## config.mk

```make
export PLATFORM = sky130hd
export DESIGN_NAME = cnn_wram_arbiter_flat
export DESIGN_NICKNAME = d
export VERILOG_FILES = /design/src/rtl/cnn_wram_arbiter_if.sv /design/src/rtl/cnn_wram_arbiter.sv /design/src/flat_wrapper.sv
export SDC_FILE = /design/constraint.sdc
export NUM_CORES = 1
export LEC_CHECK = 0
export ABC_AREA = 1
export CORE_ASPECT_RATIO = 1.1
export CORE_MARGIN = 4
export CORE_UTILIZATION = 30
export CTS_CLUSTER_DIAMETER = 50
export DETAILED_ROUTE_END_ITERATION = 12
export HOLD_SLACK_MARGIN = 0.15
export PLACE_DENSITY = 0.59
export REMOVE_ABC_BUFFERS = 1
export SYNTH_ARGS = -nofsm -noshare
export SYNTH_HDL_FRONTEND = slang
export SYNTH_SLANG_ARGS = --single-unit
```

## constraint.sdc

```tcl
create_clock -name clk -period 2.35 [get_ports clk]
set_input_delay 0.235 -clock clk [delete_from_list [all_inputs] [get_ports clk]]
set_output_delay 0.235 -clock clk [all_outputs]
set_load 0.005 [all_outputs]
```

## src/rtl/cnn_wram_arbiter_if.sv

```systemverilog
// Bundle for the weight-RAM arbiter: host write port, engine read port, RAM macro port.
// The master side is the loader, the engine and the RAM macro; the slave side is the arbiter.
interface cnn_wram_arbiter_if #(
   parameter int ADDR_W = 15,
   parameter int DATA_W = 8
);
   logic              host_valid;
   logic [ADDR_W-1:0] host_addr;
   logic [DATA_W-1:0] host_wdata;
   logic              host_ready;
   logic              eng_req;
   logic [ADDR_W-1:0] eng_addr;
   logic              eng_last;
   logic              eng_gnt;
   logic [DATA_W-1:0] eng_rdata;
   logic              eng_rvalid;
   logic              compute_busy;
   logic [ADDR_W-1:0] ram_addr;
   logic [DATA_W-1:0] ram_wdata;
   logic              ram_wren;
   logic [DATA_W-1:0] ram_rdata;

   modport master (
      output host_valid, host_addr, host_wdata, eng_req, eng_addr, eng_last,
             compute_busy, ram_rdata,
      input  host_ready, eng_gnt, eng_rdata, eng_rvalid, ram_addr, ram_wdata, ram_wren
   );

   modport slave (
      input  host_valid, host_addr, host_wdata, eng_req, eng_addr, eng_last,
             compute_busy, ram_rdata,
      output host_ready, eng_gnt, eng_rdata, eng_rvalid, ram_addr, ram_wdata, ram_wren
   );
endinterface

```

## src/rtl/cnn_wram_arbiter.sv

```systemverilog
// Arbitrates one single-port weight RAM between host writes and engine read bursts.
// Optional stall statistics are enabled by defining CNN_WRAM_ARB_STATS_EN.
module cnn_wram_arbiter #(
   parameter int ADDR_W    = 15,
   parameter int DATA_W    = 8,
   parameter int READ_LAT  = 2,
   parameter int MAX_WAIT  = 8,
   parameter int BURST_MAX = 16
) (
   input  logic        clk,
   input  logic        reset,
`ifdef CNN_WRAM_ARB_STATS_EN
   input  logic        stat_clr,
   output logic [15:0] stat_host_stall,
   output logic [15:0] stat_eng_stall,
`endif
   cnn_wram_arbiter_if.slave bus
);
   localparam int WAIT_W = $clog2(MAX_WAIT + 1);
   localparam int BEAT_W = $clog2(BURST_MAX + 1);
   localparam logic [WAIT_W-1:0] WAIT_SAT = WAIT_W'(MAX_WAIT);
   localparam logic [BEAT_W-1:0] BEAT_LIM = BEAT_W'(BURST_MAX);

   typedef enum logic [1:0] {IDLE, HOST, ENG} state_t;

   state_t            state_q, state_d;
   logic [WAIT_W-1:0] host_wait_q, host_wait_d, eng_wait_q, eng_wait_d;
   logic [BEAT_W-1:0] beat_q, beat_d, beat_inc;
   logic              host_ready, eng_gnt, host_starved, eng_starved;
   logic [ADDR_W-1:0] ram_addr_q, ram_addr_d;
   logic [DATA_W-1:0] ram_wdata_q, ram_wdata_d, eng_rdata_q;
   logic              ram_wren_q;
   logic              rv_q [READ_LAT+1];

   assign host_starved = (host_wait_q == WAIT_SAT);
   assign eng_starved  = (eng_wait_q == WAIT_SAT);
   assign beat_inc     = beat_q + 1'b1;

   always_comb begin
      state_d    = state_q;
      beat_d     = beat_q;
      host_ready = 1'b0;
      eng_gnt    = 1'b0;
      unique case (state_q)
         IDLE: begin
            if (bus.host_valid && bus.eng_req) begin
               if (eng_starved || (!host_starved && bus.compute_busy)) eng_gnt = 1'b1;
               else host_ready = 1'b1;
            end else begin
               host_ready = bus.host_valid;
               eng_gnt    = bus.eng_req;
            end
         end
         HOST: begin
            if (bus.eng_req && eng_starved) eng_gnt = 1'b1;
            else if (bus.host_valid) host_ready = 1'b1;
            else state_d = IDLE;
         end
         ENG: begin
            // The host is never served mid-burst; BURST_MAX bounds its latency.
            if (bus.eng_req) eng_gnt = 1'b1;
            else begin
               state_d = IDLE;
               beat_d  = '0;
            end
         end
         default: state_d = IDLE;
      endcase
      if (host_ready) state_d = HOST;
      if (eng_gnt) begin
         beat_d = (state_q == ENG) ? beat_inc : BEAT_W'(1);
         if (bus.eng_last || beat_d == BEAT_LIM) begin
            state_d = IDLE;
            beat_d  = '0;
         end else begin
            state_d = ENG;
         end
      end
   end

   always_comb begin
      host_wait_d = '0;
      eng_wait_d  = '0;
      if (bus.host_valid && !host_ready)
         host_wait_d = host_starved ? host_wait_q : host_wait_q + 1'b1;
      if (bus.eng_req && !eng_gnt)
         eng_wait_d = eng_starved ? eng_wait_q : eng_wait_q + 1'b1;
      ram_addr_d  = ram_addr_q;
      ram_wdata_d = ram_wdata_q;
      if (host_ready) begin
         ram_addr_d  = bus.host_addr;
         ram_wdata_d = bus.host_wdata;
      end else if (eng_gnt) begin
         ram_addr_d  = bus.eng_addr;
      end
   end

   always_ff @(posedge clk) begin
      if (reset) begin
         state_q     <= IDLE;
         host_wait_q <= '0;
         eng_wait_q  <= '0;
         beat_q      <= '0;
         ram_addr_q  <= '0;
         ram_wdata_q <= '0;
         ram_wren_q  <= 1'b0;
      end else begin
         state_q     <= state_d;
         host_wait_q <= host_wait_d;
         eng_wait_q  <= eng_wait_d;
         beat_q      <= beat_d;
         ram_addr_q  <= ram_addr_d;
         ram_wdata_q <= ram_wdata_d;
         ram_wren_q  <= host_ready;
      end
   end

   // Read-return tracker: stage k is set k+1 cycles after a grant.
   always_ff @(posedge clk) begin
      if (reset) rv_q[0] <= 1'b0;
      else       rv_q[0] <= eng_gnt;
   end

   generate
      for (genvar gi = 1; gi <= READ_LAT; gi++) begin : g_rv
         always_ff @(posedge clk) begin
            if (reset) rv_q[gi] <= 1'b0;
            else       rv_q[gi] <= rv_q[gi-1];
         end
      end
   endgenerate

   always_ff @(posedge clk) begin
      if (reset)                   eng_rdata_q <= '0;
      else if (rv_q[READ_LAT-1])   eng_rdata_q <= bus.ram_rdata;
   end

   assign bus.host_ready = host_ready;
   assign bus.eng_gnt    = eng_gnt;
   assign bus.eng_rdata  = eng_rdata_q;
   assign bus.eng_rvalid = rv_q[READ_LAT];
   assign bus.ram_addr   = ram_addr_q;
   assign bus.ram_wdata  = ram_wdata_q;
   assign bus.ram_wren   = ram_wren_q;

`ifdef CNN_WRAM_ARB_STATS_EN
   logic [15:0] host_stall_q, eng_stall_q;

   always_ff @(posedge clk) begin
      if (reset || stat_clr) begin
         host_stall_q <= '0;
         eng_stall_q  <= '0;
      end else begin
         if (bus.host_valid && !host_ready && host_stall_q != 16'hFFFF)
            host_stall_q <= host_stall_q + 16'd1;
         if (bus.eng_req && !eng_gnt && eng_stall_q != 16'hFFFF)
            eng_stall_q <= eng_stall_q + 16'd1;
      end
   end

   assign stat_host_stall = host_stall_q;
   assign stat_eng_stall  = eng_stall_q;
`endif
endmodule

```

## src/flat_wrapper.sv

```systemverilog
// flat-port wrapper written by rule: the top's interface ports become plain ports
module cnn_wram_arbiter_flat 
#(
   parameter int ADDR_W    = 15,
   parameter int DATA_W    = 8,
   parameter int READ_LAT  = 2,
   parameter int MAX_WAIT  = 8,
   parameter int BURST_MAX = 16
)
  (clk, reset, bus_host_valid, bus_host_addr, bus_host_wdata, bus_eng_req, bus_eng_addr, bus_eng_last, bus_compute_busy, bus_ram_rdata, bus_host_ready, bus_eng_gnt, bus_eng_rdata, bus_eng_rvalid, bus_ram_addr, bus_ram_wdata, bus_ram_wren);
  cnn_wram_arbiter_if #(.ADDR_W(ADDR_W), .DATA_W(DATA_W)) bus_i ();
  input  logic clk;
  input  logic reset;
  input wire logic [$bits(bus_i.host_valid)-1:0] bus_host_valid;
  input wire logic [$bits(bus_i.host_addr)-1:0] bus_host_addr;
  input wire logic [$bits(bus_i.host_wdata)-1:0] bus_host_wdata;
  input wire logic [$bits(bus_i.eng_req)-1:0] bus_eng_req;
  input wire logic [$bits(bus_i.eng_addr)-1:0] bus_eng_addr;
  input wire logic [$bits(bus_i.eng_last)-1:0] bus_eng_last;
  input wire logic [$bits(bus_i.compute_busy)-1:0] bus_compute_busy;
  input wire logic [$bits(bus_i.ram_rdata)-1:0] bus_ram_rdata;
  output wire logic [$bits(bus_i.host_ready)-1:0] bus_host_ready;
  output wire logic [$bits(bus_i.eng_gnt)-1:0] bus_eng_gnt;
  output wire logic [$bits(bus_i.eng_rdata)-1:0] bus_eng_rdata;
  output wire logic [$bits(bus_i.eng_rvalid)-1:0] bus_eng_rvalid;
  output wire logic [$bits(bus_i.ram_addr)-1:0] bus_ram_addr;
  output wire logic [$bits(bus_i.ram_wdata)-1:0] bus_ram_wdata;
  output wire logic [$bits(bus_i.ram_wren)-1:0] bus_ram_wren;
  assign bus_i.host_valid = bus_host_valid;
  assign bus_i.host_addr = bus_host_addr;
  assign bus_i.host_wdata = bus_host_wdata;
  assign bus_i.eng_req = bus_eng_req;
  assign bus_i.eng_addr = bus_eng_addr;
  assign bus_i.eng_last = bus_eng_last;
  assign bus_i.compute_busy = bus_compute_busy;
  assign bus_i.ram_rdata = bus_ram_rdata;
  assign bus_host_ready = bus_i.host_ready;
  assign bus_eng_gnt = bus_i.eng_gnt;
  assign bus_eng_rdata = bus_i.eng_rdata;
  assign bus_eng_rvalid = bus_i.eng_rvalid;
  assign bus_ram_addr = bus_i.ram_addr;
  assign bus_ram_wdata = bus_i.ram_wdata;
  assign bus_ram_wren = bus_i.ram_wren;
  cnn_wram_arbiter #(.ADDR_W(ADDR_W), .DATA_W(DATA_W), .READ_LAT(READ_LAT), .MAX_WAIT(MAX_WAIT), .BURST_MAX(BURST_MAX)) u_core (.clk(clk), .reset(reset), .bus(bus_i));
endmodule
```

==> results.py <==
metrics = {
    "yosys": {
        "synth-warning-count": 0,
        "postSynthRegisterBits": 50,
        "asr_flop_ratio_synth_pct": 0,
        "synth-edff-count": 0,
        "syn_area_per_cell_um2": 6.75,
        "synthDistinctLibCells": 27,
        "syn-cell-area_um2": 2460,
        "ys.flop_type": "sky130_fd_sc_hd__dfxtp_1",
        "netlist_instances": 365,
        "register_area_share_after_synthesis_pct": 40.6,
    },
    "route": {
        "first_pass_iters": 4,
        "drt_iter0_drc": 53,
        "route.final.wire_length_um": 6180,
        "ant_nets": 0,
        "routedWlPerCell_um": 11.0,
        "via_count": 2405,
        "dr_drc_count": 0,
        "avgViaCountPerCell": 4.28,
    },
    "pwr": {
        "total_power_uw": 2130,
        "vdd_ir_drop_max_uv": 290,
        "leakagePower_uw": 0.00158,
        "power-per-cell-area_nw_per_um2": 598,
    },
    "grt": {
        "grt.met1_usage_pct": 15.3,
        "grt_first_pass_wirelength_um": 10300,
        "antenna_found_initial": 0,
        "globalRouteTotalUtil_pct": 13.1,
        "use_met3_pct": 4.31,
        "first_global_vias": 2269,
        "busiest_layer": "met2",
        "pin_count_of_the_biggest_net_entering_global_routing": 39,
        "groute.layer.met2.usage_pct": 23.1,
        "gr-total-overflow": 0,
    },
    "cells_and_area": {
        "diodes": 0,
        "final_layout_size_suffix_gt1_share_pct": 9.25,
        "final_core_utilization_pct": 44.8,
        "syn_to_final_growth_pct": 44.5,
        "fin_area_um2": 3560,
        "fin_nets": 510,
    },
    "clock_tree": {
        "clock_latency_ps": 310,
        "cts_tree": "yes",
        "cts_max_level": 2,
        "cts-root-to-sink-buffers": 2,
        "clock_pin_slew_on_the_worst_setup_and_hold_paths_ps": 100,
        "cts_made_buffers": 5,
        "clock-sinks": 50,
        "cts.root.buffer_cell": "sky130_fd_sc_hd__clkbuf_8",
        "hold_buffers": 0,
    },
    "timing": {
        "final_number_of_setup_violating_endpoints": 0,
        "final-max-slew-violation-count": 0,
        "share_of_the_clock_period_used_by_the_worst_path_after_layout_pct": 96.1,
        "hold_viol": 0,
        "fmax_achieved_ghz": 0.443,
        "post-route-min-period_ps": 2260,
        "grt_setup_unrepaired": "yes",
        "timing.clock.skew_ps": 9.58,
        "timing.max_slew.rel_slack_pct": 73.4,
        "worstMarginPinSlew_ps": 398,
        "hold_slack_ps": 412,
    },
    "critical_path": {
        "arrival_ps": 2020,
        "critical_path.top_delay_family": "buffers and inverters",
        "path_cells": "inv_1 -> ha_1 -> nand2_1 -> nor2_4 -> nand3_1 -> nand2_2 -> inv_1 -> nand2_4 -> clkdlybuf4s50_1",
        "worstSetupEndpointType": "output port",
        "worst_path_max_delay_cell": "sky130_fd_sc_hd__clkdlybuf4s50_1",
        "worst_path_largest_cell_delay_ps": 510,
        "required_ps": 2120,
        "timing.critical_path.fanout_max": 8,
        "worst_path_most_repeated_cell": "sky130_fd_sc_hd__inv_1",
        "worstSetupPathType": "reg -> out",
        "type_of_origin_of_the_critical_path": "flop",
        "cp.buffers_inverters": 3,
    },
    "placement": {
        "hpwl_um": 4540,
        "routabilityCongestion": 0.842,
        "placed_area_um2": 3420,
        "placement.io_buffers": 86,
    },
    "hold_path": {
        "worstHoldPathType": "reg -> reg",
    },
    "die": {
        "rows": 34,
        "die_width_um": 94.4,
        "design.core.area_um2": 7960,
        "die_height_um": 103,
        "io_pins": 87,
        "die_area_um2": 9730,
        "initial_utilization_pct": 31.0,
    },
    "run": {
        "cap_viol_max_count": 0,
    },
    "status": {
        "outcome": "completed",
    },
}
## routing by layer
metal / part of all wire (%) / vias up
met2: 48 / 49
met3: 7.5 / 6
met5: 0 / -
li1: - / 1293
met1: 44 / 1057
met4: 1.1 / 0
## cell families (layout without fill, tap and decap cells)
logic type	Yosys count	in the layout	synth area share, %
compound gates	29	29	6.90
xor+xnor	2	2	0.711
fa+ha+maj	5	5	2.54
buf+inv	63	152	11.1
flops	50	50	40.6
simple gates	216	216	38.1
## flip-flops by register name, summed over array words and instances, names as in the netlist
signal                flops
u_core.bus.ram_addr      15
u_core.bus.eng_rdata      8
u_core.bus.ram_wdata      8
u_core.beat_q             5
u_core.eng_wait_q         4
u_core.host_wait_q        4
u_core.rv_q               3
u_core.state_q            2
u_core.bus.ram_wren       1
## per-stage QoR
stage	TNS [ps]	std cells	setup slack [ps]
floorplan	0	353	520
global placement	0	553	236
detailed placement	0	553	220
CTS	0	561	3.91
global route	-51.9	562	-51.9
finish	0	562	91.6
## report_power, final
group          switching, uW  internal [uW]
Combinational            256            288
Sequential              38.7            918
Clock                    304            325
Total                    599           1530
## worst paths after layout
kind / start / end / slack (ps) / cells after the start
setup / recovery: u_core.eng_wait_q[0] / bus_eng_gnt / 90 / 9
hold / removal: u_core.rv_q[0] / u_core.rv_q[1] / 410 / 2
setup reg to reg: u_core.eng_wait_q[0] / u_core.bus.ram_addr[0] / 410 / 13
hold reg to reg: u_core.rv_q[0] / u_core.rv_q[1] / 410 / 2
## cell type report
type | count | area [um^2]
fill | 854 | 4390
multi-input combinational | 252 | 1200
sequential | 50 | 1000
timing repair buffer | 93 | 916
inverter | 51 | 191
tap | 108 | 135
clock buffer | 5 | 68.8
clock inverter | 3 | 48.8
## repair_timing
| action | in CTS | in global routing |
|---|---|---|
| resized for setup | 1 | 5 |
| setup endpoints to repair | 2 | 2 |
| setup buffers | 0 | 1 |
| pin swaps | 0 | 1 |
## cells in the mapped netlist, types with 2 or more instances
master | instances | area share, %
sky130_fd_sc_hd__ha_1 | 5 | 2.5
sky130_fd_sc_hd__o21ai_0 | 9 | 1.8
sky130_fd_sc_hd__nand2_1 | 74 | 11
sky130_fd_sc_hd__inv_1 | 49 | 7.5
sky130_fd_sc_hd__nand4_1 | 6 | 1.5
sky130_fd_sc_hd__nor2_2 | 11 | 2.8
sky130_fd_sc_hd__clkbuf_1 | 3 | 0.46
sky130_fd_sc_hd__buf_2 | 3 | 0.61
sky130_fd_sc_hd__o21ai_1 | 8 | 1.6
sky130_fd_sc_hd__nand3_2 | 2 | 0.81
sky130_fd_sc_hd__nand3_1 | 27 | 5.5
sky130_fd_sc_hd__buf_6 | 4 | 1.8
sky130_fd_sc_hd__a21oi_1 | 10 | 2.0
sky130_fd_sc_hd__xor2_1 | 2 | 0.71
sky130_fd_sc_hd__dfxtp_1 | 50 | 41
sky130_fd_sc_hd__nor2_1 | 88 | 13
sky130_fd_sc_hd__nand2_2 | 4 | 1.0
## cells in the final DEF (no fill, tap or decap)
master	instances
sky130_fd_sc_hd__nand2_4	2
sky130_fd_sc_hd__o21ai_1	8
sky130_fd_sc_hd__inv_2	1
sky130_fd_sc_hd__dfxtp_1	47
sky130_fd_sc_hd__xor2_1	2
sky130_fd_sc_hd__nor2_2	11
sky130_fd_sc_hd__dfxtp_2	3
sky130_fd_sc_hd__nand2_1	73
sky130_fd_sc_hd__clkinv_1	1
sky130_fd_sc_hd__dlymetal6s2s_1	1
sky130_fd_sc_hd__inv_1	49
sky130_fd_sc_hd__a21oi_1	10
sky130_fd_sc_hd__inv_8	1
sky130_fd_sc_hd__nand4_1	6
sky130_fd_sc_hd__a21oi_4	1
sky130_fd_sc_hd__bufinv_16	1
sky130_fd_sc_hd__nand2_2	4
sky130_fd_sc_hd__nor2_1	88
sky130_fd_sc_hd__clkinvlp_4	1
sky130_fd_sc_hd__nand3_1	27
sky130_fd_sc_hd__ha_1	5
sky130_fd_sc_hd__nor3_1	1
sky130_fd_sc_hd__o21ai_0	9
sky130_fd_sc_hd__nand3_4	1
sky130_fd_sc_hd__clkdlybuf4s50_1	85
sky130_fd_sc_hd__a21boi_4	1
sky130_fd_sc_hd__nand3_2	2
sky130_fd_sc_hd__nor2_4	1
sky130_fd_sc_hd__clkbuf_8	5
sky130_fd_sc_hd__buf_4	7
## worst register-to-register path: cells and delay by family (launching register included)
kind / cells / cell delay, ps
and+or+nand+nor: 10 / 860
buffers and inverters: 2 / 420
DFF: 1 / 370
adders and majority gates: 1 / 190
No activity file was read; power rests on OpenSTA's default activity.
